**src/rtl/fetch_sequencer.sv**
```systemverilog
// Fetch sequencer: owns the PC, drives the synchronous instruction
// memory and hands one instruction per cycle to decode.
module fetch_sequencer #(
  parameter int          MEM_DEPTH = 256,
  parameter logic [31:0] RESET_PC  = 32'h0
) (
  input  logic        clock,
  input  logic        reset,
  input  logic        start,
  input  logic        stall,
  input  logic        halt,
  input  logic        redirect_valid,
  input  logic [31:0] redirect_pc,
  output logic [31:0] imem_addr,
  input  logic [31:0] imem_data,
  output logic [31:0] instr_out,
  output logic [31:0] pc_out,
  output logic        instr_valid,
  output logic        fault,
  output logic [1:0]  state_out,
  output logic [31:0] fetch_count
);

  typedef enum logic [1:0] {
    IDLE = 2'b00,
    RUN  = 2'b01,
    HALT = 2'b10
  } state_t;

  localparam logic [31:0] DEPTH = 32'(MEM_DEPTH);

  state_t      state, state_n;
  logic [31:0] fetch_pc, fetch_pc_n;
  logic [31:0] pend_pc, pend_pc_n;
  logic        pend_valid, pend_valid_n;
  logic        fault_q, fault_n;
  logic [31:0] count, count_n;
  logic        launch;
  logic        oor;

  // Address mux: redirect first, replay while stalled, else sequential.
  always_comb begin
    if (redirect_valid)
      imem_addr = redirect_pc;
    else if (stall && pend_valid)
      imem_addr = pend_pc;
    else
      imem_addr = fetch_pc;
  end

  assign oor = (imem_addr >= DEPTH);

  // Next-state: decide whether this edge launches a read, then apply it.
  always_comb begin
    state_n      = state;
    fetch_pc_n   = fetch_pc;
    pend_pc_n    = pend_pc;
    pend_valid_n = pend_valid;
    fault_n      = fault_q;
    launch       = 1'b0;
    unique case (state)
      IDLE: begin
        if (start || redirect_valid)
          launch = 1'b1;
      end
      RUN: begin
        if (redirect_valid) begin
          launch = 1'b1;
        end else if (halt) begin
          state_n      = HALT;
          pend_valid_n = 1'b0;
        end else if (!stall) begin
          launch = 1'b1;
        end
      end
      HALT: begin
        if (redirect_valid)
          launch = 1'b1;
      end
      default: begin
        state_n      = IDLE;
        pend_valid_n = 1'b0;
      end
    endcase
    if (launch) begin
      if (oor) begin
        state_n      = HALT;
        fault_n      = 1'b1;
        pend_valid_n = 1'b0;
      end else begin
        state_n      = RUN;
        fault_n      = 1'b0;
        pend_pc_n    = imem_addr;
        pend_valid_n = 1'b1;
        fetch_pc_n   = imem_addr + 32'd1;
      end
    end
    count_n = (pend_valid && !stall) ? count + 32'd1 : count;
  end

  // State registers with synchronous reset.
  always_ff @(posedge clock) begin
    if (reset) begin
      state      <= IDLE;
      fetch_pc   <= RESET_PC;
      pend_pc    <= 32'h0;
      pend_valid <= 1'b0;
      fault_q    <= 1'b0;
      count      <= 32'h0;
    end else begin
      state      <= state_n;
      fetch_pc   <= fetch_pc_n;
      pend_pc    <= pend_pc_n;
      pend_valid <= pend_valid_n;
      fault_q    <= fault_n;
      count      <= count_n;
    end
  end

  assign instr_out   = pend_valid ? imem_data : 32'h0;
  assign pc_out      = pend_pc;
  assign instr_valid = pend_valid;
  assign fault       = fault_q;
  assign state_out   = state;
  assign fetch_count = count;

endmodule

```
**config.mk**
```make
export PLATFORM = sky130hd
export DESIGN_NAME = fetch_sequencer
export DESIGN_NICKNAME = d
export VERILOG_FILES = /design/src/rtl/fetch_sequencer.sv
export SDC_FILE = /design/constraint.sdc
export NUM_CORES = 1
export LEC_CHECK = 0
export ABC_CLOCK_PERIOD_IN_PS = 2800
export CAP_MARGIN = 15
export CELL_PAD_IN_SITES_DETAIL_PLACEMENT = 0
export CELL_PAD_IN_SITES_GLOBAL_PLACEMENT = 1
export CORE_AREA = 3 3 130 132
export CTS_CLUSTER_SIZE = 30
export DETAILED_ROUTE_END_ITERATION = 12
export DIE_AREA = 0 0 133 135
export PLACE_DENSITY_LB_ADDON = 0.1
export SYNTH_ARGS = -nofsm -noshare
export SYNTH_HDL_FRONTEND = slang
export SYNTH_SLANG_ARGS = --single-unit
```
**constraint.sdc**
```tcl
create_clock -name clock -period 2.8 [get_ports clock]
set_clock_uncertainty 0.1 [all_clocks]
set_input_delay 0.56 -clock clock [delete_from_list [all_inputs] [get_ports clock]]
set_output_delay 0.56 -clock clock [all_outputs]
set_load 0.005 [all_outputs]
```
* Yosys cells after proc, flatten, opt, wreduce, memory -nomap -nowiden
Cells that the tools add are included.
Storage, ports and cells: register bits after elaboration 100, input bits 70, output and inout port bits 132, logic and storage cells 43
Operators by class: add/subtract/negate cells 2, order comparisons 1, eq/ne operators 5, mux-type cells 20, bitwise logic cells 1, reductions and logical operators 8
Operator list (number):
- 32-bit two-way mux | 3
- 32-bit by 1-bit adder with 32-bit output, second input constant | 2
- 32-bit by 9-bit greater-or-equal comparator with 1-bit output, second input constant | 1
- 1-bit two-way mux | 10
- 2-bit two-way mux | 4
- 3-bit != test, second input constant | 2
- 2-bit one-hot mux with 2 select lines | 1
- 1-bit one-hot mux with 3 select lines | 1
- 3-bit AND reduction | 1
- 2-bit by 1-bit == test with 1-bit output, second input constant | 1
- 2-bit == test, second input constant | 1
- 1-bit logical AND | 2
- 2-bit logical NOT | 1
- 2-bit by 1-bit != test with 1-bit output, second input constant | 1
- 1-bit one-hot mux with 2 select lines | 1
- 2-bit AND reduction | 1
- 2-bit OR reduction | 1
- 1-bit logical NOT | 1
- 1-bit logical OR | 1
- 1-bit inverter | 1

* Logic depth before layout (Yosys ltp)
word-level depth 6, gate-level depth with buffers 12, mapped depth without buffers 8

* Worst setup path before layout
No wires, ideal clock.
path type input-to-reg, start input redirect_valid, end register fetch_pc[1], setup time 0.132 ns, arrival 2.458 ns, data required time 2.568 ns, path slack 0.110 ns, stages 9, cell sequence buf_6 > buf_6 > nand2_1 > o311ai_1 > or4_4 > or4_1 > buf_2 > o31ai_1 > a21oi_1
Between the ends: cells in the longest elaborated chain, start to end 4, elaborated cells on any way between the ends 10
RTL lines:
- start: declaration | RTL line 12 | input logic redirect_valid,
- 32-bit two-way mux | RTL line 43 | if (redirect_valid)
- net imem_addr[23] | RTL line 14 | output logic [31:0] imem_addr,
- 32-bit by 9-bit greater-or-equal comparator with 1-bit output | RTL line 51 | assign oor = (imem_addr >= DEPTH);
- 1-bit inverter (no source line)
- 2-bit AND reduction (no source line)
- end signal: assignment | RTL line 112 | fetch_pc <= fetch_pc_n;
- end: declaration | RTL line 33 | logic [31:0] fetch_pc, fetch_pc_n;
The timed path passes the listed nets, and every way through them passes these cells. A chain may end at the register's enable or synchronous reset.

* Final worst setup path
start input stall, end output imem_addr[3]
Between the ends: cells in the longest elaborated chain, start to end 3
RTL lines:
- start: declaration | RTL line 10 | input logic stall,
- 1-bit logical AND | RTL line 45 | else if (stall && pend_valid)
- 32-bit two-way mux | RTL line 45
- 32-bit two-way mux | RTL line 43
- end: declaration | RTL line 14
No other way between the ends.

==> flow_summary_export.csv <==
group,metric,value,unit
routing,avgViaCountPerCell,4.76,
sta,setup_violators_final,0,
logic_synthesis,share_of_synthesized_area_occupied_by_flip_flops_and_latches,0.392,
final_layout,filler_cell_count,1482,
logic_synthesis,ys_async_sr_fraction,0,
power_and_ir_drop,power.leakage,3.15,nW
worst_hold_path,holdPathStages,1,
die,number_of_cell_rows,46,
routing,route.vias.total,4916,
final_layout,count_of_non_filler_cells_in_the_finished_layout,1032,
sta,fmax,363,MHz
logic_synthesis,synth-compound-area-share,0.123,
logic_synthesis,synthesis.yosys.warnings,0,
worst_setup_path,timing.critical_path.fanout_max,10,
routing,detailedRoute.firstPassIterationCount,4,
grt,first_pass_grt_wire_length,25800,um
final_layout,antennaDiodeCount,0,
placement,post-dp-hpwl,12000,um
run_status,status,"complete, no violations",
logic_synthesis,post_synth_and_or_nand_nor_area_fraction,0.314,
sta,endpoints_failing_hold,0,
final_layout,final_common_cell,"clkdlybuf4s50_1",
logic_synthesis,mux_share_of_post_synthesis_cell_area,0.0334,
placement,placer_congestion_estimate,0.818,
logic_synthesis,synthDominantCellAreaShare,0.392,
flow_run,number_of_maximum_capacitance_constraint_violations,0,
sta,unrepaired_setup_endpoints_after_global_routing,"yes",
worst_setup_path,cp.arrival,2.10,ns
die,num_io_pins,202,
worst_setup_path,setup.worst_path.start_class,"input port",
die,die_area,18000,um^2
placement,port_buffer_count,201,
clock_network,worst_setup_hold_path_clk_slew,0.07,ns
clock_network,cts_buffer_depth,2,
die,floorplan.die.height,135,um
logic_synthesis,synthesis.nets,648,
grt,grt_start_max_net_pins,51,
logic_synthesis,syn_inst,575,
grt,grt_remaining_overflow,0,
final_layout,drive_above_1_share,0.138,
logic_synthesis,synth-adder-area-share,0.00743,
worst_setup_path,worstRegToRegCells,9,
sta,min_period_over_period,0.984,
routing,avgRoutedWirePerCell,15.7,um
grt,groute.usage.overall,0.178,
logic_synthesis,syn-mean-instance-area,8.79,um^2
worst_setup_path,cp.required,2.14,ns
grt,grt_antenna_before_repair,0,
worst_setup_path,worst_path_class_setup,"in -> out",
routing,detailedRoute.firstIterationViolations,191,
power_and_ir_drop,ir_worst_vdd,0.273,mV
logic_synthesis,netlist_area_before_placement,5050,um^2
logic_synthesis,synthFlopType,"dfxtp_1",
logic_synthesis,netlist_top_cells_area,"dfxtp_1 39%, and2_1 11%, xor2_1 3.3%",
sta,setup_tns,0,ns
sta,slew_of_the_pin_with_the_lowest_slew_margin,0.573,ns
logic_synthesis,synth_top_family_by_area,"simple AND/OR/NAND/NOR gates",
clock_network,htree_levels,3,
final_layout,area_growth,58.9,%
die,core_region_area,15800,um^2
final_layout,nets,884,
logic_synthesis,synth.ff_latch_count,99,
clock_network,tritoncts,"done",
routing,detail-route-antenna-nets,0,
sta,max_slew_margin,0.618,
grt,grt_pass1_vias,4908,
worst_setup_path,worstSetupEndpointType,"output port",
clock_network,clk_latency,0.35,ns
die,floorplan.die.width,133,um
placement,placed_cells_incl_taps,1014,
worst_hold_path,worst_hold_startpoint,"fetch_pc[26]$_SDFFE_PP0P_",
logic_synthesis,yosys.area_share.xor_xnor,0.0537,
sta,final_period_minus_worst_setup_slack,2.76,ns
worst_setup_path,critPathLaunch,"stall",
clock_network,numClockSinks,99,
final_layout,most-common-layout-cells,"198 x clkdlybuf4s50_1, 98 x dfxtp_1, 88 x and2_1, 59 x buf_4, 40 x nor2_1",
routing,wirelength,16200,um
logic_synthesis,synth-edff-count,0,
sta,drv_slew,0,
logic_synthesis,post-synth-top-area-cell,"dfxtp_1",
worst_setup_path,regToRegStartpoint,"state_out[0]$_SDFFE_PP0P_",
die,initial_utilization,0.319,
clock_network,root_buffer_master,"clkbuf_16",
power_and_ir_drop,pwr_density_cell,387,nW/um^2
worst_hold_path,worstHoldPathType,"reg -> reg",
clock_network,cts_made_buffers,9,
logic_synthesis,synth_cell_types,56,
routing,remaining_drc_errors,0,
-- path summary, 6_finish.rpt --
| kind | endpoint | slack (ns) |
|---|---|---|
| max | imem_addr[3] | 0.04 |
| max reg2reg | pc_out[2]$_SDFFE_PP0P_ | 0.22 |
| min reg2reg | fetch_pc[26]$_SDFFE_PP0P_ | 0.36 |
| min | fetch_pc[26]$_SDFFE_PP0P_ | 0.36 |
-- what timing repair did --
action	CTS	global route
hold buffers	0	0
setup endpoints to repair	99	15
gates cloned	1	0
buffers inserted	0	1
gates resized for setup	20	7
hold endpoints to repair	0	0
-- area by class of cell --
type                    count  area, um^2  share of cell area
multi-input cells         403        2780               0.347
flip-flops and latches     99        1990               0.247
well taps                 216         270              0.0336
clock inverters             6        71.3             0.00888
clock buffers              10         229              0.0285
inverters                  31         119              0.0148
repair buffers            267        2570               0.321
-- metal layers --
metal / vias to the layer above / track usage / wire [um]
li1: 2466 / - / -
met1: 2299 / 0.227 / 7280
met2: 133 / 0.295 / 7770
met3: 18 / 0.0499 / 952
met4: 0 / 0.0485 / 233
met5: - / 0 / 0
-- cell families (layout without fill, tap and decap cells) --
| logic type | count (synthesis) | in the layout |
|---|---|---|
| simple gates | 268 | 268 |
| flops | 99 | 99 |
| compound gates | 85 | 85 |
| buf+inv | 73 | 314 |
| xor+xnor | 31 | 31 |
| mux | 16 | 16 |
| fa+ha+maj | 3 | 3 |
-- critical path: stages --
cell	delay (ns)
clkdlybuf4s15_2	0.23
and2_4	0.20
buf_6	0.17
o311a_4	0.33
inv_1	0.08
clkdlybuf4s50_1	0.52
-- power breakdown --
part / internal [mW] / switching [mW] / total [mW]
Clock: 0.705 / 0.578 / 1.28
Combinational: 0.242 / 0.174 / 0.416
Sequential: 1.41 / 0.00333 / 1.41
-- stage by stage --
step / setup slack [ns] / instance area [um^2] / power, mW / hold slack [ns] / utilization
after floorplan: 0.110 / 5050 / 1.60 / 0.329 / -
after global placement: -0.502 / 7590 / 1.84 / 0.342 / 0.479
after detailed placement: -0.552 / 7590 / 1.84 / 0.344 / 0.479
after CTS: -0.00484 / 8000 / 3.14 / 0.365 / 0.505
after global routing: -0.0192 / 8030 / 3.24 / 0.389 / 0.508
final: 0.0439 / 8030 / 3.11 / 0.360 / 0.508
-- sequential cells by signal (all words and copies together) (netlist names) --
name         flops
fetch_pc        32
state_out        2
pc_out          32
fault            1
fetch_count     32
-- synth_stat cells (2+ instances only) --
cell and n:
o21ai_0 12, o22ai_1 2, buf_6 11, nor2b_1 12
mux2i_1 9, ha_1 3, and3_1 6, nor2_1 40
o211ai_1 4, clkbuf_1 12, o311ai_1 6, inv_1 30
xnor2_1 12, buf_2 11, and2_1 88, nand2_1 36
a21bo_2 2, or3_1 6, buf_1 3, nand2b_1 7
dfxtp_1 99, and4b_1 8, nand3_1 14, o31a_1 2
a311oi_1 8, mux2_1 4, o31ai_1 8, nand4b_1 12
buf_4 5, o21a_1 2, xor2_1 19, and4_1 6
nand4_1 18, a21oi_1 15, a31oi_1 4, nor4_1 3
o311ai_0 4, nor3_1 3, o311a_1 5, mux2_2 3
a211o_1 4, o2111ai_1 2, or4_1 2
(Power assumes the default switching activity.)
